--- src/rtl/uart_pkg.sv ---
// ============================================================================
// Module      : uart_pkg
// Description : Shared UART types, frame constants and bit-period rounding.
// Revision    : 1.0 - initial release
// ============================================================================
`default_nettype none

package uart_pkg;

    localparam int DATA_BITS = 8;

    typedef enum logic [1:0] {
        IDLE  = 2'd0,
        START = 2'd1,
        DATA  = 2'd2,
        STOP  = 2'd3
    } uart_state_e;

    // Clocks per bit, rounded to the nearest integer (half rounds up).
    function automatic int bit_cycles(input int clock_freq, input int baud_rate);
        return (clock_freq + baud_rate / 2) / baud_rate;
    endfunction

endpackage

`default_nettype wire

--- src/rtl/uart_tx_if.sv ---
// ============================================================================
// Module      : uart_tx_if
// Description : Byte-in / serial-out handshake bundle for the UART transmitter.
// Revision    : 1.0 - initial release
// ============================================================================
`default_nettype none

interface uart_tx_if;

    logic       new_data;
    logic [7:0] dat_i;
    logic       rdy;
    logic       dat_o;

    modport master (
        output new_data,
        output dat_i,
        input  rdy,
        input  dat_o
    );

    modport slave (
        input  new_data,
        input  dat_i,
        output rdy,
        output dat_o
    );

endinterface

`default_nettype wire

--- src/rtl/uart_baud_tick.sv ---
// ============================================================================
// Module      : uart_baud_tick
// Description : Bit-period counter; 1-cycle tick every BIT_CYCLES clocks.
// Revision    : 1.0 - initial release
// ============================================================================
`default_nettype none

module uart_baud_tick #(
    parameter int BIT_CYCLES = 10417
) (
    input  wire logic clk_i,
    input  wire logic rst_i,
    input  wire logic clr_i,
    output logic      tick_o
);

    localparam int c_CNT_W = (BIT_CYCLES > 1) ? $clog2(BIT_CYCLES) : 1;
    localparam logic [c_CNT_W-1:0] c_LAST = c_CNT_W'(BIT_CYCLES - 1);

    logic [c_CNT_W-1:0] cnt_q;
    logic [c_CNT_W-1:0] cnt_d;

    // The clear lands on the frame-start edge so the first bit gets a full period.
    always_comb begin
        cnt_d = cnt_q + 1'b1;
        if (clr_i || (cnt_q == c_LAST)) begin
            cnt_d = '0;
        end
    end

    always_ff @(posedge clk_i) begin
        if (rst_i) begin
            cnt_q <= '0;
        end else begin
            cnt_q <= cnt_d;
        end
    end

    assign tick_o = (cnt_q == c_LAST);

endmodule

`default_nettype wire

--- src/rtl/uart_tx.sv ---
// ============================================================================
// Module      : uart_tx
// Description : 8N1 UART transmitter with new_data/rdy handshake.
// Revision    : 1.0 - initial release
// ============================================================================
`default_nettype none

module uart_tx
    import uart_pkg::*;
#(
    parameter int CLOCK_FREQ = 100_000_000,
    parameter int BAUD_RATE  = 9600
) (
    input  wire logic clk_i,
    input  wire logic rst_i,
    uart_tx_if.slave  tx
);

    localparam int BIT_CYCLES = bit_cycles(CLOCK_FREQ, BAUD_RATE);
    localparam int c_IDX_W    = $clog2(DATA_BITS);
    localparam logic [c_IDX_W-1:0] c_LAST_IDX = c_IDX_W'(DATA_BITS - 1);

    uart_state_e          state_q, state_d;
    logic [DATA_BITS-1:0] shift_q, shift_d;
    logic [c_IDX_W-1:0]   idx_q, idx_d;
    logic                 dat_o_q, dat_o_d;
    logic                 rdy_q, rdy_d;

    logic                 w_tick;
    logic                 w_accept;

    assign w_accept = tx.new_data & rdy_q;

    uart_baud_tick #(
        .BIT_CYCLES (BIT_CYCLES)
    ) u_baud_tick (
        .clk_i  (clk_i),
        .rst_i  (rst_i),
        .clr_i  (w_accept),
        .tick_o (w_tick)
    );

    always_comb begin
        state_d = state_q;
        shift_d = shift_q;
        idx_d   = idx_q;
        dat_o_d = dat_o_q;
        rdy_d   = rdy_q;
        case (state_q)
            IDLE: begin
                if (w_accept) begin
                    shift_d = tx.dat_i;
                    idx_d   = '0;
                    dat_o_d = 1'b0;
                    rdy_d   = 1'b0;
                    state_d = START;
                end
            end
            START: begin
                if (w_tick) begin
                    dat_o_d = shift_q[0];
                    shift_d = {1'b0, shift_q[DATA_BITS-1:1]};
                    idx_d   = '0;
                    state_d = DATA;
                end
            end
            DATA: begin
                if (w_tick) begin
                    if (idx_q == c_LAST_IDX) begin
                        dat_o_d = 1'b1;
                        state_d = STOP;
                    end else begin
                        dat_o_d = shift_q[0];
                        shift_d = {1'b0, shift_q[DATA_BITS-1:1]};
                        idx_d   = idx_q + 1'b1;
                    end
                end
            end
            STOP: begin
                if (w_tick) begin
                    rdy_d   = 1'b1;
                    state_d = IDLE;
                end
            end
            default: begin
                dat_o_d = 1'b1;
                rdy_d   = 1'b1;
                state_d = IDLE;
            end
        endcase
    end

    always_ff @(posedge clk_i) begin
        if (rst_i) begin
            state_q <= IDLE;
            shift_q <= '0;
            idx_q   <= '0;
            dat_o_q <= 1'b1;
            rdy_q   <= 1'b1;
        end else begin
            state_q <= state_d;
            shift_q <= shift_d;
            idx_q   <= idx_d;
            dat_o_q <= dat_o_d;
            rdy_q   <= rdy_d;
        end
    end

    assign tx.dat_o = dat_o_q;
    assign tx.rdy   = rdy_q;

endmodule

`default_nettype wire

--- src/flat_wrapper.sv ---
// flat-port wrapper written by rule: the top's interface ports become plain ports
module uart_tx_flat import uart_pkg::*;
#(
    parameter int CLOCK_FREQ = 100_000_000,
    parameter int BAUD_RATE  = 9600
)
  (clk_i, rst_i, tx_new_data, tx_dat_i, tx_rdy, tx_dat_o);
  uart_tx_if tx_i ();
  input  wire logic clk_i;
  input  wire logic rst_i;
  input wire logic [$bits(tx_i.new_data)-1:0] tx_new_data;
  input wire logic [$bits(tx_i.dat_i)-1:0] tx_dat_i;
  output wire logic [$bits(tx_i.rdy)-1:0] tx_rdy;
  output wire logic [$bits(tx_i.dat_o)-1:0] tx_dat_o;
  assign tx_i.new_data = tx_new_data;
  assign tx_i.dat_i = tx_dat_i;
  assign tx_rdy = tx_i.rdy;
  assign tx_dat_o = tx_i.dat_o;
  uart_tx #(.CLOCK_FREQ(CLOCK_FREQ), .BAUD_RATE(BAUD_RATE)) u_core (.clk_i(clk_i), .rst_i(rst_i), .tx(tx_i));
endmodule
--- config.mk ---
export PLATFORM = sky130hd
export DESIGN_NAME = uart_tx_flat
export DESIGN_NICKNAME = d
export VERILOG_FILES = /design/src/rtl/uart_pkg.sv /design/src/rtl/uart_tx_if.sv /design/src/rtl/uart_baud_tick.sv /design/src/rtl/uart_tx.sv /design/src/flat_wrapper.sv
export SDC_FILE = /design/constraint.sdc
export NUM_CORES = 1
export LEC_CHECK = 0
export CAP_MARGIN = 25
export CORE_ASPECT_RATIO = 0.75
export CORE_MARGIN = 3
export CORE_UTILIZATION = 40
export CTS_BUF_LIST = sky130_fd_sc_hd__clkbuf_8
export DETAILED_ROUTE_END_ITERATION = 8
export PLACE_DENSITY = 0.7
export SETUP_SLACK_MARGIN = 0.15
export SYNTH_ARGS = -nofsm -noshare
export SYNTH_HDL_FRONTEND = slang
export SYNTH_SLANG_ARGS = --single-unit
export TNS_END_PERCENT = 20
--- constraint.sdc ---
create_clock -name clk_i -period 7.1 [get_ports clk_i]
set_input_delay 0.71 -clock clk_i [delete_from_list [all_inputs] [get_ports clk_i]]
set_output_delay 0.71 -clock clk_i [all_outputs]
set_load 0.01 [all_outputs]
* After elaboration in Yosys (flattened, before gate mapping)
Index checks and enable logic that the tools add are counted.
** Storage, ports and cells
- Register bits after elaboration :: 29
- Bits of input ports :: 11
- Output and inout port bits :: 2
- Logic and storage cells :: 52
** Cells by class
- $add $sub $neg :: 2
- Eq/ne operators :: 11
- Mux-type cells :: 23
- Bitwise operators :: 1
- Reduce and logical (&&, ||, !) cells :: 9
** Operators with widths (number)
- $mux W8 :: 4
- $pmux W8 S3 :: 1
- $add A14 B1 Y14 const B :: 1
- $eq A14 B14 Y1 const B :: 1
- $mux W3 :: 4
- $mux W2 :: 5
- $ne A2 B2 Y1 const B :: 5
- $reduce_and A5 Y1 :: 2
- $pmux W3 S3 :: 1
- $pmux W2 S4 :: 1
- $mux W1 :: 5
- $eq A2 B2 Y1 const B :: 2
- $reduce_and A4 Y1 :: 1
- $add A3 B1 Y3 const B :: 1
- $eq A3 B3 Y1 const B :: 1
- $pmux W1 S3 :: 1
- $reduce_and A3 Y1 :: 1
- $reduce_bool A3 Y1 :: 1
- $eq A2 B1 Y1 const B :: 1
- $logic_not A2 Y1 :: 1
- $ne A2 B1 Y1 const B :: 1
- $pmux W1 S2 :: 1
- $reduce_bool A2 Y1 :: 1
- $reduce_or A2 Y1 :: 1
- other kinds (2) :: 2

* Longest topological paths before layout
Gate-level depths: netlist of run 1.
- Depth in word-level cells :: 4
- Gate-level depth with buffers :: 9
- Mapped depth without buffers :: 7

* Hierarchy
From an unflattened synthesis of run 1, not the netlist that was laid out.
** Second synthesis, totals
- Cells, all modules :: 172
- Area, all modules :: 1586.5 µm²
** By module, submodules not included
- uart_tx :: times used 1, cells an instance 100, area an instance 925.9 µm², sequential area each 300.3 µm²
- uart_baud_tick :: times used 1, cells an instance 72, area an instance 660.6 µm², sequential area each 280.3 µm²

* Least setup slack after synthesis of run 1
No wires, ideal clock.
- Path type :: reg-to-reg
- Start :: reg u_core.u_baud_tick.cnt_q[3]
- End :: reg u_core.shift_q[7]
- Data arrival time :: 2099 ps
- Data required time :: 6984 ps
- Setup slack :: 4885 ps
- Stages on the path, launching flop included :: 8
- Path buffers :: 2
- Cells stage by stage :: dfxtp_1 -> or4_1 -> or4_4 -> buf_6 -> a21oi_4 -> buf_6 -> a21oi_1 -> a41o_1
** On the way
- Word-level cells in the longest chain between the ends :: 3
- Elaborated cells on any way between the ends :: 4
** Ends and longest elaborated chain
- start, declared :: RTL line uart_baud_tick.sv:20 : logic [c_CNT_W-1:0] cnt_q;
- start signal, assigned :: RTL line uart_baud_tick.sv:35 : cnt_q <= cnt_d;
- $eq A14 B14 Y1 (*) :: RTL line uart_baud_tick.sv:39 : assign tick_o = (cnt_q == c_LAST);
- $ne A2 B2 Y1 (no source line)
- $reduce_and A5 Y1 (no source line) (*)
- end signal, assigned :: RTL line uart_tx.sv:102 : shift_q <= shift_d;
- end, declared :: RTL line uart_tx.sv:24 : logic [DATA_BITS-1:0] shift_q, shift_d;
Every way passes the cells marked *; elsewhere a longest branch is shown, timed or not.
A chain may end at the register's enable or synchronous reset.

* Worst setup path after layout of run 1
- Start :: reg u_core.u_baud_tick.cnt_q[3]
- End :: reg u_core.idx_q[0]
** On the way
- Word-level cells in the longest chain between the ends :: 3
- Elaborated cells on any way between the ends :: 4
** Ends and longest elaborated chain
- $eq A14 B14 Y1 (*) :: RTL line uart_baud_tick.sv:39
- $ne A2 B2 Y1 (no source line)
- $reduce_and A5 Y1 (no source line) (*)
- end signal, assigned :: RTL line uart_tx.sv:103 : idx_q <= idx_d;
- end, declared :: RTL line uart_tx.sv:25 : logic [c_IDX_W-1:0] idx_q, idx_d;
Marks and branches as above.

==> results of run 1 <==
==> through the flow <==
stage               cells   util  setup WS (ns)
floorplan             149      -           4.89
global placement      195  0.464           4.60
detailed placement    195  0.464           4.52
CTS                   203  0.494           4.61
global route          203  0.494           4.51
finish                203  0.494           4.61
==> final cells by class <==
class	instances	area, um2	share of cell area
multi-input cells	108	785	0.473
flip-flops and latches	29	581	0.350
repair buffers	12	120	0.0724
clock buffers	7	96.3	0.0581
well taps	40	50.0	0.0302
inverters	6	22.5	0.0136
clock inverters	1	5.00	0.00302
==> worst max-delay path: stages, from the launching register on <==
cell	delay, ns
dfxtp_1	0.35
or4_1	0.52
or4_4	0.61
a21oi_4	0.43
a21oi_1	0.18
mux2_2	0.30
==> registers in the layout (all words and copies together) (netlist names) <==
register	flops
u_core.state_q	2
u_core.idx_q	3
u_core.tx.dat_o	1
u_core.shift_q	8
u_core.u_baud_tick.cnt_q	14
u_core.tx.rdy	1
==> power by group through the flow <==
stage	Clock, uW	Combinational [uW]	Sequential [uW]
after floorplan	0	191	218
after global placement	0	216	219
after detailed placement	0	227	221
after CTS	151	228	218
after global routing	159	250	222
final	149	226	218
==> synth_stat cells <==
cell      number  area [um2]
nand4_1        1        6.26
nand3b_1       1        7.51
and3_2         1        7.51
clkbuf_1       2        7.51
mux2_2         1        11.3
inv_1          6        22.5
xnor2_1        6        52.6
a311o_1        1        10.0
a21oi_4        1        16.3
a211oi_1       1        7.51
nor2_1        20        75.1
buf_1          1        3.75
a21oi_1       11        55.1
mux2i_1        8        80.1
or3_1          1        6.26
or4_1          1        7.51
ha_1           8         100
nor4_1         1        6.26
a221o_2        1        11.3
nor3_1         3        15.0
or4_4          1        11.3
nand2b_1       1        6.26
nand2_1        7        26.3
a311oi_2       1        15.0
buf_6          3        33.8
o21ai_4        1        16.3
a41o_1         1        10.0
nor2b_1        1        6.26
or4bb_1        1        11.3
nand3_1        5        25.0
a311oi_1       6        52.6
a21boi_0       1        7.51
xor2_1         6        52.6
a22o_1         3        26.3
o21bai_1       2        15.0
or2_2          1        6.26
a21oi_2        1        8.76
and3_1         2        12.5
dfxtp_1       29         581
==> path summary, 6_finish.rpt <==
check | start | endpoint | slack [ns] | cells past startpoint
setup / recovery | u_core.u_baud_tick.cnt_q[3]$_SDFF_PP0_ | u_core.idx_q[0]$_SDFFE_PP0P_ | 4.61 | 5
hold / removal | u_core.u_baud_tick.cnt_q[0]$_SDFF_PP0_ | u_core.u_baud_tick.cnt_q[0]$_SDFF_PP0_ | 0.50 | 1
setup reg to reg | u_core.u_baud_tick.cnt_q[3]$_SDFF_PP0_ | u_core.idx_q[0]$_SDFFE_PP0P_ | 4.61 | 5
hold reg to reg | u_core.u_baud_tick.cnt_q[0]$_SDFF_PP0_ | u_core.u_baud_tick.cnt_q[0]$_SDFF_PP0_ | 0.50 | 1
==> kinds of logic (layout without fill, tap and decap cells) <==
kind of cell    Yosys count  in the layout
simple gates             48             48
buf+inv                  12             26
compound gates           31             31
mux                       9              9
fa+ha+maj                 8              8
xor+xnor                 12             12
flops                    29             29
==> metal layers <==
metal	GRT usage	vias up	routed length, um
met1	0.184	511	1290
met3	0.0364	3	84
met2	0.246	15	1400
met4	0.0457	0	19
met5	0	-	0
li1	-	556	-
==> impl_metrics.tcl, run 1 <==
set metrics [dict create \
    outcome "complete, no violations" \
    cp.required_ns 7.27 \
    clock_path_buffers 2 \
    holdWs_ns 0.496 \
    grt_max_degree 18 \
    dpl_cell_area_mm2 0.00156 \
    worstMarginPinSlew_ns 0.611 \
    p_per_area_mw_per_mm2 358 \
    maxSlewHeadroom 0.591 \
    worstSkewPairLatency_ns 0.28 \
    ios 13 \
    synthAdderAreaFrac 0.0699 \
    grt_pass1_vias 1154 \
    synthCells 149 \
    drt_first_pass_iters 5 \
    worstSetupEndpointType "flip-flop" \
    ant_nets 0 \
    tns_ns 0 \
    clock_skew_ns 0.00683 \
    post_drt_wl_per_cell_um 13.8 \
    initial_core_util 0.427 \
    seq_area_frac_synth 0.405 \
    irDropWorstVdd_mv 0.118 \
    synth.area.mux_share 0.0638 \
    max_freq_mhz 401 \
    p_int_uw 387 \
    seq_power_share 0.367 \
    hold_path_class "flip-flop to flip-flop" \
    clk_pin_slew_ns 0.06 \
    die_y_um 57.8 \
    arrival_ns 2.66 \
    wl_um 2800 \
    via_count 1085 \
    fillers 315 \
    tritoncts "built" \
    drv_slew 0 \
    grt-ovfl-total 0 \
    cts_setup_buffers 0 \
    grt_use_total 0.146 \
    cts_sinks 29 \
    p_leak_uw 0.000629 \
    hold_buffers 0 \
    comb_power_share 0.381 \
    setup_viol 0 \
    syn2layout_area_growth_pct 15.8 \
    num_rows 18 \
    synth_area_per_cell_um2 9.61 \
    cap_violations 0 \
    port_buffers 12 \
    mostFrequentLayoutCells "dfxtp_1, nor2_1, clkdlybuf4s50_1" \
    gp_congestion 0.813 \
    coreArea_mm2 0.00336 \
    synth_compound_area_frac 0.176 \
    path_class "flip-flop to flip-flop" \
    synth_cell_type_count 39 \
    drive_gt1_frac 0.104 \
    startpoint_type "flip-flop" \
    swShare 0.348 \
    drc 0 \
    die_x_um 75.1 \
    synth-seq-cells 29 \
    hold_viol 0 \
    routed_via_density 5.34 \
    antenna_found_initial 0 \
    h-tree-depth 2 \
    post-route-period-util 0.351 \
    first_iter_violations 81 \
    final_common_cell "dfxtp_1" \
    synth_top_family_by_area "compound AO/OA/AOI/OAI gates" \
    die_area_mm2 0.00434 \
    grt_pass1_wl_um 5010 \
    syn_nets 168 \
    dp_hpwl_um 2020 \
    cp_max_fo 17 \
    min_period_ns 2.49 \
    p_total_uw 593 \
    cts_resized 0 \
    ys_warn_count 0 \
    p_sw_uw 207 \
    num_antenna_cells 0 \
    nets 181 \
    cts-buffers-inserted 5 \
    p_clk_frac 0.252 \
    fin_area_mm2 0.00166 \
    cts_root_buf "clkbuf_8" \
    synth_simple_gate_area_share 0.165 \
    syn_area_mm2 0.00143 \
    rsz0062_at_grt "false" \
    synth-xor-area-share 0.0734 \
]
No activity file was read; power rests on OpenSTA's default activity.
==> run 2, diff against run 1 <==
==> constraint.sdc (replaced) <==
create_clock -name clk_i -period 2.58 [get_ports clk_i]
set_input_delay 0.258 -clock clk_i [delete_from_list [all_inputs] [get_ports clk_i]]
set_output_delay 0.258 -clock clk_i [all_outputs]
set_load 0.01 [all_outputs]
==> run 2 against run 1 <==
Non-clock buffer count grew 4. Highest routed layer unchanged. Largest cell class unchanged. Via count increased by 2.5%. Hold slack worse by 0.0064 ns.
==> impl_metrics.tcl, run 2 (synthesis results as in run 1) <==
set metrics [dict create \
    num_rows 18 \
    post_drt_wl_per_cell_um 13.3 \
    holdWs_ns 0.490 \
    largest_register_ffs 14 \
    p_per_area_mw_per_mm2 1070 \
    initial_core_util 0.427 \
    wl_um 2750 \
    hold_buffers 0 \
    startpoint_type "flip-flop" \
    syn2layout_area_growth_pct 20.6 \
    worstSkewPairLatency_ns 0.28 \
    cts_setup_buffers 0 \
    nets 185 \
    worstMarginPinSlew_ns 0.620 \
    hold_path_class "flip-flop to flip-flop" \
    post-route-period-util 0.883 \
    die_area_mm2 0.00434 \
    largest_register "u_core.u_baud_tick.cnt_q" \
    drt_first_pass_iters 4 \
    worstSetupEndpointType "flip-flop" \
    grt_pass1_vias 1077 \
    fillers 310 \
    h-tree-depth 2 \
    cp_max_fo 8 \
    dp_hpwl_um 1970 \
    grt_max_degree 17 \
    tritoncts "built" \
    cts_resized 0 \
    reg.largest.list "u_core.u_baud_tick.cnt_q (14), u_core.shift_q (8), u_core.idx_q (3)" \
    port_buffers 12 \
    num_antenna_cells 0 \
    clk_pin_slew_ns 0.07 \
    setup_viol 0 \
    drv_slew 0 \
    p_total_uw 1850 \
    outcome "complete, no violations" \
    cap_violations 0 \
    cts_sinks 29 \
    clock_path_buffers 2 \
    antenna_found_initial 0 \
    clock_skew_ns 0.00766 \
    max_freq_mhz 439 \
    tns_ns 0 \
    hold_viol 0 \
    p_leak_uw 0.000661 \
    via_count 1112 \
    grt_use_total 0.142 \
    die_x_um 75.1 \
    min_period_ns 2.28 \
    first_iter_violations 79 \
    cts-buffers-inserted 5 \
    die_y_um 57.8 \
    gp_congestion 0.799 \
    ant_nets 0 \
    final_common_cell "dfxtp_1" \
    ios 13 \
    path_class "flip-flop to flip-flop" \
    coreArea_mm2 0.00336 \
    routed_via_density 5.37 \
    maxSlewHeadroom 0.585 \
    arrival_ns 2.46 \
    rsz0062_at_grt "false" \
    drc 0 \
    cp.required_ns 2.76 \
    cts_root_buf "clkbuf_8" \
    grt-ovfl-total 0 \
    mostFrequentLayoutCells "dfxtp_1, nor2_1, clkdlybuf4s50_1" \
    irDropWorstVdd_mv 0.439 \
    grt_pass1_wl_um 4730 \
    drive_gt1_frac 0.132 \
]
run 2: cell count changes in the layout (fill, tap and decap cells not counted), sizes merged:
cell	previous run	this run
buf	0	4
clkbuf	7	5
bufinv	0	2
run 2: area by class of cell:
class	instances	area [um2]	area share
sequential	29	581	0.336
clock inverter	3	65.1	0.0377
clock buffer	5	68.8	0.0398
inverter	6	22.5	0.0130
tap	40	50.0	0.0290
timing repair buffer	16	150	0.0869
multi-input combinational	108	791	0.458
run 2: path summary, 6_finish.rpt:
check	start	slack, ns	to	cells after the start
worst max-delay path	u_core.u_baud_tick.cnt_q[3]$_SDFF_PP0_	0.30	u_core.shift_q[0]$_SDFFE_PP0P_	6
worst max register to register	u_core.u_baud_tick.cnt_q[3]$_SDFF_PP0_	0.30	u_core.shift_q[0]$_SDFFE_PP0P_	6
worst min-delay path	u_core.u_baud_tick.cnt_q[0]$_SDFF_PP0_	0.49	u_core.u_baud_tick.cnt_q[0]$_SDFF_PP0_	1
worst min register to register	u_core.u_baud_tick.cnt_q[0]$_SDFF_PP0_	0.49	u_core.u_baud_tick.cnt_q[0]$_SDFF_PP0_	1
run 2: report_power, final:
part | internal, uW | total (uW) | leakage [uW] | switching, uW
registers | 542 | 603 | 0.000237 | 61.8
clock network | 384 | 565 | 0.0000681 | 182
logic | 323 | 684 | 0.000356 | 361
total | 1250 | 1850 | 0.000661 | 604
run 2: critical path: stages, from the launching register on:
cell	delay [ns]
dfxtp_1	0.34
or4_1	0.53
or4_4	0.61
a21oi_4	0.20
buf_4	0.17
a21oi_1	0.07
a311oi_1	0.25
run 2: per-layer routing:
metal  vias to the layer above  part of all wire  track usage
li1                        567                 -            -
met1                       514              0.51        0.191
met2                        24              0.43        0.206
met3                         7             0.041       0.0433
met4                         0             0.024       0.0660
met5                         -                 0            0
run 2: per-stage QoR:
stage,instance area (um2),cells,util,setup WS [ns]
3_5_place_dp,1590,199,0.473,0.321
2_1_floorplan,1430,149,-,0.365
4_1_cts,1720,207,0.513,0.311
6_report,1730,207,0.515,0.302
5_1_grt,1730,207,0.515,0.195
3_3_place_gp,1590,199,0.473,0.385
